===== src/rtl/uart_tx_fifo.sv =====
// uart_tx_fifo: buffered 8N1 UART transmitter.
// Bytes enter a FIFO through a valid/ready handshake. A baud-rate FSM
// serialises them LSB first, back-to-back, onto a registered txd pin.
// Optional feature macro: UART_TX_PARITY_EN inserts an even-parity bit
// between the data bits and the stop bit.
module uart_tx_fifo #(
  parameter int CLK_PER_BIT     = 868,
  parameter int FIFO_DEPTH_LOG2 = 4
) (
  input  logic                     clk,
  input  logic                     rstn,
  input  logic [7:0]               in_data,
  input  logic                     in_valid,
  output logic                     in_ready,
  output logic                     txd,
  output logic                     busy,
  output logic [FIFO_DEPTH_LOG2:0] fifo_count
);

  localparam int DEPTH  = 1 << FIFO_DEPTH_LOG2;
  localparam int BAUD_W = $clog2(CLK_PER_BIT);
  localparam logic [BAUD_W-1:0]          BAUD_LAST  = BAUD_W'(CLK_PER_BIT - 1);
  localparam logic [FIFO_DEPTH_LOG2:0]   FULL_COUNT = {1'b1, {FIFO_DEPTH_LOG2{1'b0}}};

  typedef enum logic [2:0] {
    IDLE  = 3'd0,
    START = 3'd1,
    DATA  = 3'd2,
    STOP  = 3'd3
`ifdef UART_TX_PARITY_EN
    , PARITY = 3'd4
`endif
  } state_t;

  state_t                     state_q, state_d;
  logic [BAUD_W-1:0]          baud_q, baud_d;
  logic [2:0]                 bitIdx_q, bitIdx_d;
  logic [7:0]                 data_q, data_d;
  logic                       txd_q, txd_d;
  logic [FIFO_DEPTH_LOG2-1:0] wrPtr_q, wrPtr_d;
  logic [FIFO_DEPTH_LOG2-1:0] rdPtr_q, rdPtr_d;
  logic [FIFO_DEPTH_LOG2:0]   count_q, count_d;
  logic [7:0]                 mem_q [DEPTH];

  logic push;
  logic pop;
  logic fifoEmpty;
  logic baudLast;

  assign fifoEmpty  = (count_q == '0);
  assign in_ready   = (count_q != FULL_COUNT);
  assign push       = in_valid && in_ready;
  assign baudLast   = (baud_q == BAUD_LAST);
  assign busy       = (state_q != IDLE) || !fifoEmpty;
  assign fifo_count = count_q;
  assign txd        = txd_q;

  // FIFO storage: contents need no reset, the pointers define what is valid.
  always_ff @(posedge clk) begin
    if (push) begin
      mem_q[wrPtr_q] <= in_data;
    end
  end

  // FIFO bookkeeping: pointers wrap naturally, count carries an extra bit for full.
  always_comb begin
    wrPtr_d = wrPtr_q;
    rdPtr_d = rdPtr_q;
    count_d = count_q;
    if (push) begin
      wrPtr_d = wrPtr_q + FIFO_DEPTH_LOG2'(1);
    end
    if (pop) begin
      rdPtr_d = rdPtr_q + FIFO_DEPTH_LOG2'(1);
    end
    case ({push, pop})
      2'b10:   count_d = count_q + (FIFO_DEPTH_LOG2 + 1)'(1);
      2'b01:   count_d = count_q - (FIFO_DEPTH_LOG2 + 1)'(1);
      default: count_d = count_q;
    endcase
  end

  // Frame sequencing: pops happen only from IDLE or the final STOP cycle.
  always_comb begin
    state_d  = state_q;
    bitIdx_d = bitIdx_q;
    data_d   = data_q;
    pop      = 1'b0;
    case (state_q)
      IDLE: begin
        if (!fifoEmpty) begin
          pop     = 1'b1;
          data_d  = mem_q[rdPtr_q];
          state_d = START;
        end
      end
      START: begin
        if (baudLast) begin
          state_d  = DATA;
          bitIdx_d = 3'd0;
        end
      end
      DATA: begin
        if (baudLast) begin
          if (bitIdx_q == 3'd7) begin
`ifdef UART_TX_PARITY_EN
            state_d = PARITY;
`else
            state_d = STOP;
`endif
          end else begin
            bitIdx_d = bitIdx_q + 3'd1;
          end
        end
      end
`ifdef UART_TX_PARITY_EN
      PARITY: begin
        if (baudLast) begin
          state_d = STOP;
        end
      end
`endif
      STOP: begin
        if (baudLast) begin
          if (!fifoEmpty) begin
            pop     = 1'b1;
            data_d  = mem_q[rdPtr_q];
            state_d = START;
          end else begin
            state_d = IDLE;
          end
        end
      end
      default: begin
        state_d = IDLE;
      end
    endcase
  end

  // Baud timing and the registered pin value, derived from the upcoming state.
  always_comb begin
    baud_d = baud_q + BAUD_W'(1);
    if ((state_d != state_q) || baudLast || (state_q == IDLE)) begin
      baud_d = '0;
    end
    case (state_d)
      IDLE:    txd_d = 1'b1;
      START:   txd_d = 1'b0;
      DATA:    txd_d = data_d[bitIdx_d];
`ifdef UART_TX_PARITY_EN
      PARITY:  txd_d = ^data_d;
`endif
      STOP:    txd_d = 1'b1;
      default: txd_d = 1'b1;
    endcase
  end

  // State registers; reset aborts any frame and flushes the FIFO.
  always_ff @(posedge clk or negedge rstn) begin
    if (!rstn) begin
      state_q  <= IDLE;
      baud_q   <= '0;
      bitIdx_q <= 3'd0;
      data_q   <= 8'd0;
      txd_q    <= 1'b1;
      wrPtr_q  <= '0;
      rdPtr_q  <= '0;
      count_q  <= '0;
    end else begin
      state_q  <= state_d;
      baud_q   <= baud_d;
      bitIdx_q <= bitIdx_d;
      data_q   <= data_d;
      txd_q    <= txd_d;
      wrPtr_q  <= wrPtr_d;
      rdPtr_q  <= rdPtr_d;
      count_q  <= count_d;
    end
  end

endmodule

===== config.mk =====
export PLATFORM = sky130hd
export DESIGN_NAME = uart_tx_fifo
export DESIGN_NICKNAME = d
export VERILOG_FILES = /design/src/rtl/uart_tx_fifo.sv
export SDC_FILE = /design/constraint.sdc
export NUM_CORES = 1
export LEC_CHECK = 0
export ABC_AREA = 1
export CELL_PAD_IN_SITES_DETAIL_PLACEMENT = 0
export CELL_PAD_IN_SITES_GLOBAL_PLACEMENT = 1
export CORE_ASPECT_RATIO = 1.75
export CORE_MARGIN = 2
export CORE_UTILIZATION = 35
export DETAILED_ROUTE_END_ITERATION = 10
export DONT_BUFFER_PORTS = 1
export GPL_TIMING_DRIVEN = 1
export PLACE_DENSITY_LB_ADDON = 0.12
export SLEW_MARGIN = 30
export SYNTH_ARGS = -nofsm -noshare
export SYNTH_HDL_FRONTEND = slang
export SYNTH_SLANG_ARGS = --single-unit

===== constraint.sdc =====
create_clock -name clk -period 2.8 [get_ports clk]
set_clock_uncertainty 0.1 [all_clocks]
set_input_delay 0.84 -clock clk [delete_from_list [all_inputs] [get_ports clk]]
set_output_delay 0.84 -clock clk [all_outputs]
set_load 0.1 [all_outputs]

=== Word level (Yosys, flattened, before mapping) ===
Memories as Yosys holds them, arrays and structs flattened.
Cells that the tools add are included.

* Output and inout port bits: 8
* RAM bits: 128
* Logic and storage cells: 60
* Input bits: 11
* Memories: 1
* Flip-flop bits (word level): 38

{| class="wikitable"
|+ Memory list
! name !! words !! width !! rd ports !! clocked after Yosys merged registers in !! wr ports !! line !! RTL
|-
| mem_q || 16 || 8 || 1 || 0 || 1 || 43 || <nowiki>logic [7:0] mem_q [DEPTH];</nowiki>
|}

* Mux-type cells: 24
* Magnitude comparators: 1
* Eq/ne operators: 11
* $add $sub $neg: 6
* Reduce and logical (&&, ||, !) cells: 9

{| class="wikitable"
|+ Operator list
! kind !! count
|-
| 2-to-1 mux 3 bit || 8
|-
| 2-to-1 mux 8 bit || 2
|-
| one-hot mux 8 bit (2 select lines) || 1
|-
| one-hot mux 3 bit (4 select lines) || 1
|-
| adder 10 x 1 -> 10 bit (second input constant) || 1
|-
| == test 10 bit (second input constant) || 1
|-
| 2-to-1 mux 10 bit || 1
|-
| one-hot mux 5 bit (2 select lines) || 1
|-
| == test 3 x 2 -> 1 bit (second input constant) || 3
|-
| adder 4 x 1 -> 4 bit (second input constant) || 2
|-
| == test 3 x 1 -> 1 bit (second input constant) || 2
|-
| 2-to-1 mux 1 bit || 6
|-
| one-hot mux 3 bit (2 select lines) || 1
|-
| adder 5 x 1 -> 5 bit (second input constant) || 1
|-
| zero test 5 bit || 1
|-
| inequality test 5 bit (second input constant) || 1
|-
| subtractor 5 x 1 -> 5 bit (second input constant) || 1
|-
| < comparator 3 x 4 -> 1 bit (second input constant) || 1
|-
| one-hot mux 1 bit (2 select lines) || 2
|-
| adder 3 x 1 -> 3 bit (second input constant) || 1
|-
| binary-select mux 1 bit (select 3 bit) || 1
|-
| == test 3 bit (second input constant) || 1
|-
| zero test 3 bit || 1
|-
| logical OR 1 bit || 3
|-
| 7 further kinds || 7
|}

=== Depth between registers and ports, before layout ===
* Word-level depth: 8
* Gate-level depth with buffers: 17

=== Worst setup path before layout ===
OpenSTA, ideal clock, no wires.

* Kind: reg2reg
* Start: register count_q[1], in the netlist fifo_count[1]
* End: register count_q[4], in the netlist fifo_count[4]
* Clock period less this slack: 3858 ps
* Stages on the path, launching flop included: 16
* Path slack: -1058 ps
* Arrival: 3628 ps
* Setup time: 131 ps
* Cells stage by stage: dfrtp_1 > nor2_1 > nand2_1 > inv_1 > nand2_1 > nand2_1 > ha_1 > xor2_1 > ha_1 > a21oi_1 > o21ai_0 > a21oi_1 > inv_1 > a21oi_1 > o21ai_0 > xor2_1

* Elaborated cells on any way between the ends: 12
* Classes of those cells: 2 x add/sub; 3 x eq/ne; 4 x mux; 3 x reduce/logical

{| class="wikitable"
|+ RTL lines
! element !! line !! RTL
|-
| from (decl) || 42 || <nowiki>logic [FIFO_DEPTH_LOG2:0] count_q, count_d;</nowiki>
|-
| from (signal assigned) || 177 || <nowiki>count_q <= count_d;</nowiki>
|-
| inequality test 5 bit * || 51 || <nowiki>assign in_ready = (count_q != FULL_COUNT);</nowiki>
|-
| net in_ready || 14 || <nowiki>output logic in_ready,</nowiki>
|-
| logical AND 1 bit * || 52 || <nowiki>assign push = in_valid && in_ready;</nowiki>
|-
| == test 2 x 1 -> 1 bit or == test 2 bit (tied branches) || 76 || <nowiki>case ({push, pop})</nowiki>
|-
| one-hot mux 5 bit (2 select lines) or nonzero test 2 bit (tied branches) || n/a ||
|}

Mark *: on every way through the listed nets, which the timed path passes. The rest lies on a longest branch.
A chain may end at the register's enable or synchronous reset.

=== Worst setup path after layout ===
* Start: register baud_q[0]
* End: register count_q[4], in the netlist fifo_count[4]

* Cells in the longest elaborated chain, start to end: 5
* Elaborated cells on any way between the ends: 7
* Classes of those cells: 3 x eq/ne; 3 x mux; 1 x reduce/logical

{| class="wikitable"
|+ RTL lines
! element !! line !! RTL
|-
| from (decl) || 36 || <nowiki>logic [BAUD_W-1:0] baud_q, baud_d;</nowiki>
|-
| from (signal assigned) || 171 || <nowiki>baud_q <= baud_d;</nowiki>
|-
| == test 10 bit * || 53 || <nowiki>assign baudLast = (baud_q == BAUD_LAST);</nowiki>
|-
| 2-to-1 mux 1 bit * || 124 || <nowiki>if (baudLast) begin</nowiki>
|-
| one-hot mux 1 bit (2 select lines) * || 89 || <nowiki>case (state_q)</nowiki>
|-
| == test 2 x 1 -> 1 bit or == test 2 bit (tied branches) || 76 ||
|-
| one-hot mux 5 bit (2 select lines) or nonzero test 2 bit (tied branches) || n/a ||
|}

Every way passes the cells marked *; elsewhere a longest branch is shown, timed or not.

==> out/metrics.cfg <==
[sta]
fin_hold_ws_ns = 0.142
max-slew-margin-rel_pct = 60.9
setup_viol = 0
tightest_slew_ns = 0.584
min_period_ns = 2.62
finalHoldViolCount = 0
finalCritPeriodShare_pct = 93.4
slew_viol_final = 0
fmaxAchievable_mhz = 382

[yosys]
syn-mean-instance-area_um2 = 9.99
synth_warnings = 0
synth_area_leaders = edfxtp_1, nand2_1, dfrtp_1
mappedNetlistArea_um2 = 7410
synth_nets = 764
synth_edf_count = 128
syn_inst = 742
synth_ff_type = edfxtp_1
synth_area_leader_cell = edfxtp_1
ys_ff_latch = 166
ys_types = 34
ys_seq_area_share_pct = 64.7
synth_top_area_share_pct = 51.9
synthArstFlopShare_pct = 22.9

[cts]
cts_buffers = 17
cts_buffer_depth = 2
path_clk_slew_ns = 0.06
tritoncts = built
root_buffer = clkbuf_16
cts_max_level = 4
cts_sinks = 166
insertion_delay_ns = 0.43

[detailed_routing]
drt_iter0_drc = 272
wl_met3_um = 600
vias = 4982
ant_nets = 0
wire_per_inst_um = 17.4
met1_length_um = 6790
met2_length_um = 10100
top_layer = met4
first_pass_iters = 5
drc_errors = 0
detail_route.wirelength_um = 18000
vias_per_cell = 4.81

[floorplan]
ioPinCount = 19
start_util_pct = 35.6
dieWidth_um = 114
std_cell_rows = 70
dieArea_um2 = 22400
die_y_um = 196
core_um2 = 20800

[final_layout]
num-nets-final = 792
post-route-util_pct = 41.1
multi_input_area_um2 = 2240
layout_commonest_cell = nand2_1
most-common-layout-cells = nand2_1, edfxtp_1, nand3_1, inv_1, nor2_1
drive_above_1_share_pct = 11.2
syn_to_final_growth_pct = 15.5
ff_latch_area_um2 = 4820
fill_cells = 2032
diodes = 0
final_area_um2 = 8560
fin_cells = 1035

[critical_path]
arrival_ns = 2.82
cp_max_fo = 5
crit_chain = ha_4 > nand4_4 > nor2_4 > nand2_4 > a21oi_4 > ha_4 > xor2_1 > ha_1 > a21oi_2 > o21ai_1 > a21oi_1 > inv_1 > a21oi_1 > o21ai_0 > xor2_1
worstPathRequired_ns = 3.01
rrSetupSlack_ns = 0.18
reg2reg_from = baud_q[0]
worstSetupStartpointType = register
slowest_stage = dfrtp_1
reg2reg_depth = 15
r2r-end = fifo_count[4]
critical_path_class = register to register
crit_path_max_incr_delay_ns = 0.39
cp-end-kind = register

[placed_design]
hpwl_um = 12000
placed_cells = 1000
port_buffers = 0
place_congestion = 0.796
dpl_cell_area_um2 = 7910

[global_routing]
grt_pass1_vias = 5084
antenna_found_initial = 0
grt.total_usage_pct = 17.1
grt_pass1_wl_um = 27900
grt-ovfl-total = 0
grt_max_degree = 72

[power_and_ir_drop]
ir_drop_v = 0.000561
p_total_w = 0.00844
p_leak_nw = 3.66
p_per_area_nw_per_um2 = 986

[run]
max_cap_viol_count = 0

[min_path]
worstHoldPathType = input port to asynchronous set/reset pin

[outcome]
status = finished clean

-- metrics by stage --
stage	setup WS [ns]	TNS, ns
2_1_floorplan	0.00372	0
3_3_place_gp	0.122	0
3_5_place_dp	0.0372	0
4_1_cts	0.0163	0
5_1_grt	-0.0119	-0.0119
6_report	0.185	0
-- report_power, final --
part           internal (W)  switching, W  total, W
registers           0.00303      0.000179   0.00321
logic              0.000837       0.00208   0.00292
clock network       0.00140      0.000921   0.00232
total               0.00526       0.00318   0.00844
-- cell type report --
class	instances	area share, %
multi-input combinational	470	26.2
tap	252	3.68
clock inverter	9	1.48
inverter	80	3.51
sequential	166	56.3
clock buffer	23	5.23
timing repair buffer	35	3.65
-- sequential cells by signal, indices dropped and copies added, names as in the netlist --
| signal | cells |
|---|---|
| data_q | 8 |
| txd | 1 |
| mem_q | 128 |
| baud_q | 10 |
| fifo_count | 5 |
| bitIdx_q | 3 |
| rdPtr_q | 4 |
| wrPtr_q | 4 |
| state_q | 3 |
-- cell usage after synthesis (4+ instances only) --
master,number
nand2_1,262
edfxtp_1,128
nand3_1,86
inv_1,73
nor2_1,47
dfrtp_1,37
buf_2,17
ha_1,11
o21ai_0,11
xor2_1,11
a21oi_1,9
inv_2,5
nor3_1,5
o211ai_1,5
buf_4,4
nand2_2,4
-- how the worst max path moves through the flow --
stage                  start  cells after the start  slack [ns]       endpoint
2_1_floorplan  fifo_count[0]                     17       0.004  fifo_count[4]
3_3_place_gp       baud_q[0]                     15        0.12  fifo_count[4]
3_5_place_dp       baud_q[0]                     15        0.04  fifo_count[4]
4_1_cts            baud_q[0]                     15        0.02  fifo_count[4]
5_1_grt            baud_q[0]                     15       -0.01  fifo_count[4]
6_report           baud_q[0]                     15        0.18  fifo_count[4]
-- logic make-up after synthesis --
| group | count (synthesis) | synth area share (%) |
|---|---|---|
| compound gates | 28 | 2.31 |
| xor+xnor | 13 | 1.54 |
| fa+ha+maj | 11 | 1.86 |
| buf+inv | 106 | 5.96 |
| flops | 166 | 64.7 |
| mux | 1 | 0.135 |
| other cells | 1 | 0.0506 |
| simple gates | 416 | 23.4 |
-- critical path: cells and delay by family, from the launching register on --
family | cells | cell delay (ns)
DFF | 1 | 0.39
AOI/OAI and AO/OA | 6 | 0.81
adders and majority gates | 3 | 0.54
and+or+nand+nor | 3 | 0.34
xor gates and xnor gates | 2 | 0.23
buffers and inverters | 1 | 0.07
-- per-layer routing --
metal	up-vias	track usage, %
li1	2475	-
met2	97	31.7
met3	29	3.35
met5	-	0
met4	0	7.95
met1	2381	18.3
-- timing repair --
item | in CTS | in global routing
hold endpoints to repair | 37 | 0
buffers inserted | 0 | 2
setup endpoints to repair | 1 | 1
pin swaps | 0 | 3
gates resized for setup | 1 | 8
hold buffers | 1 | 0
Power figures use the tool's default switching activity.
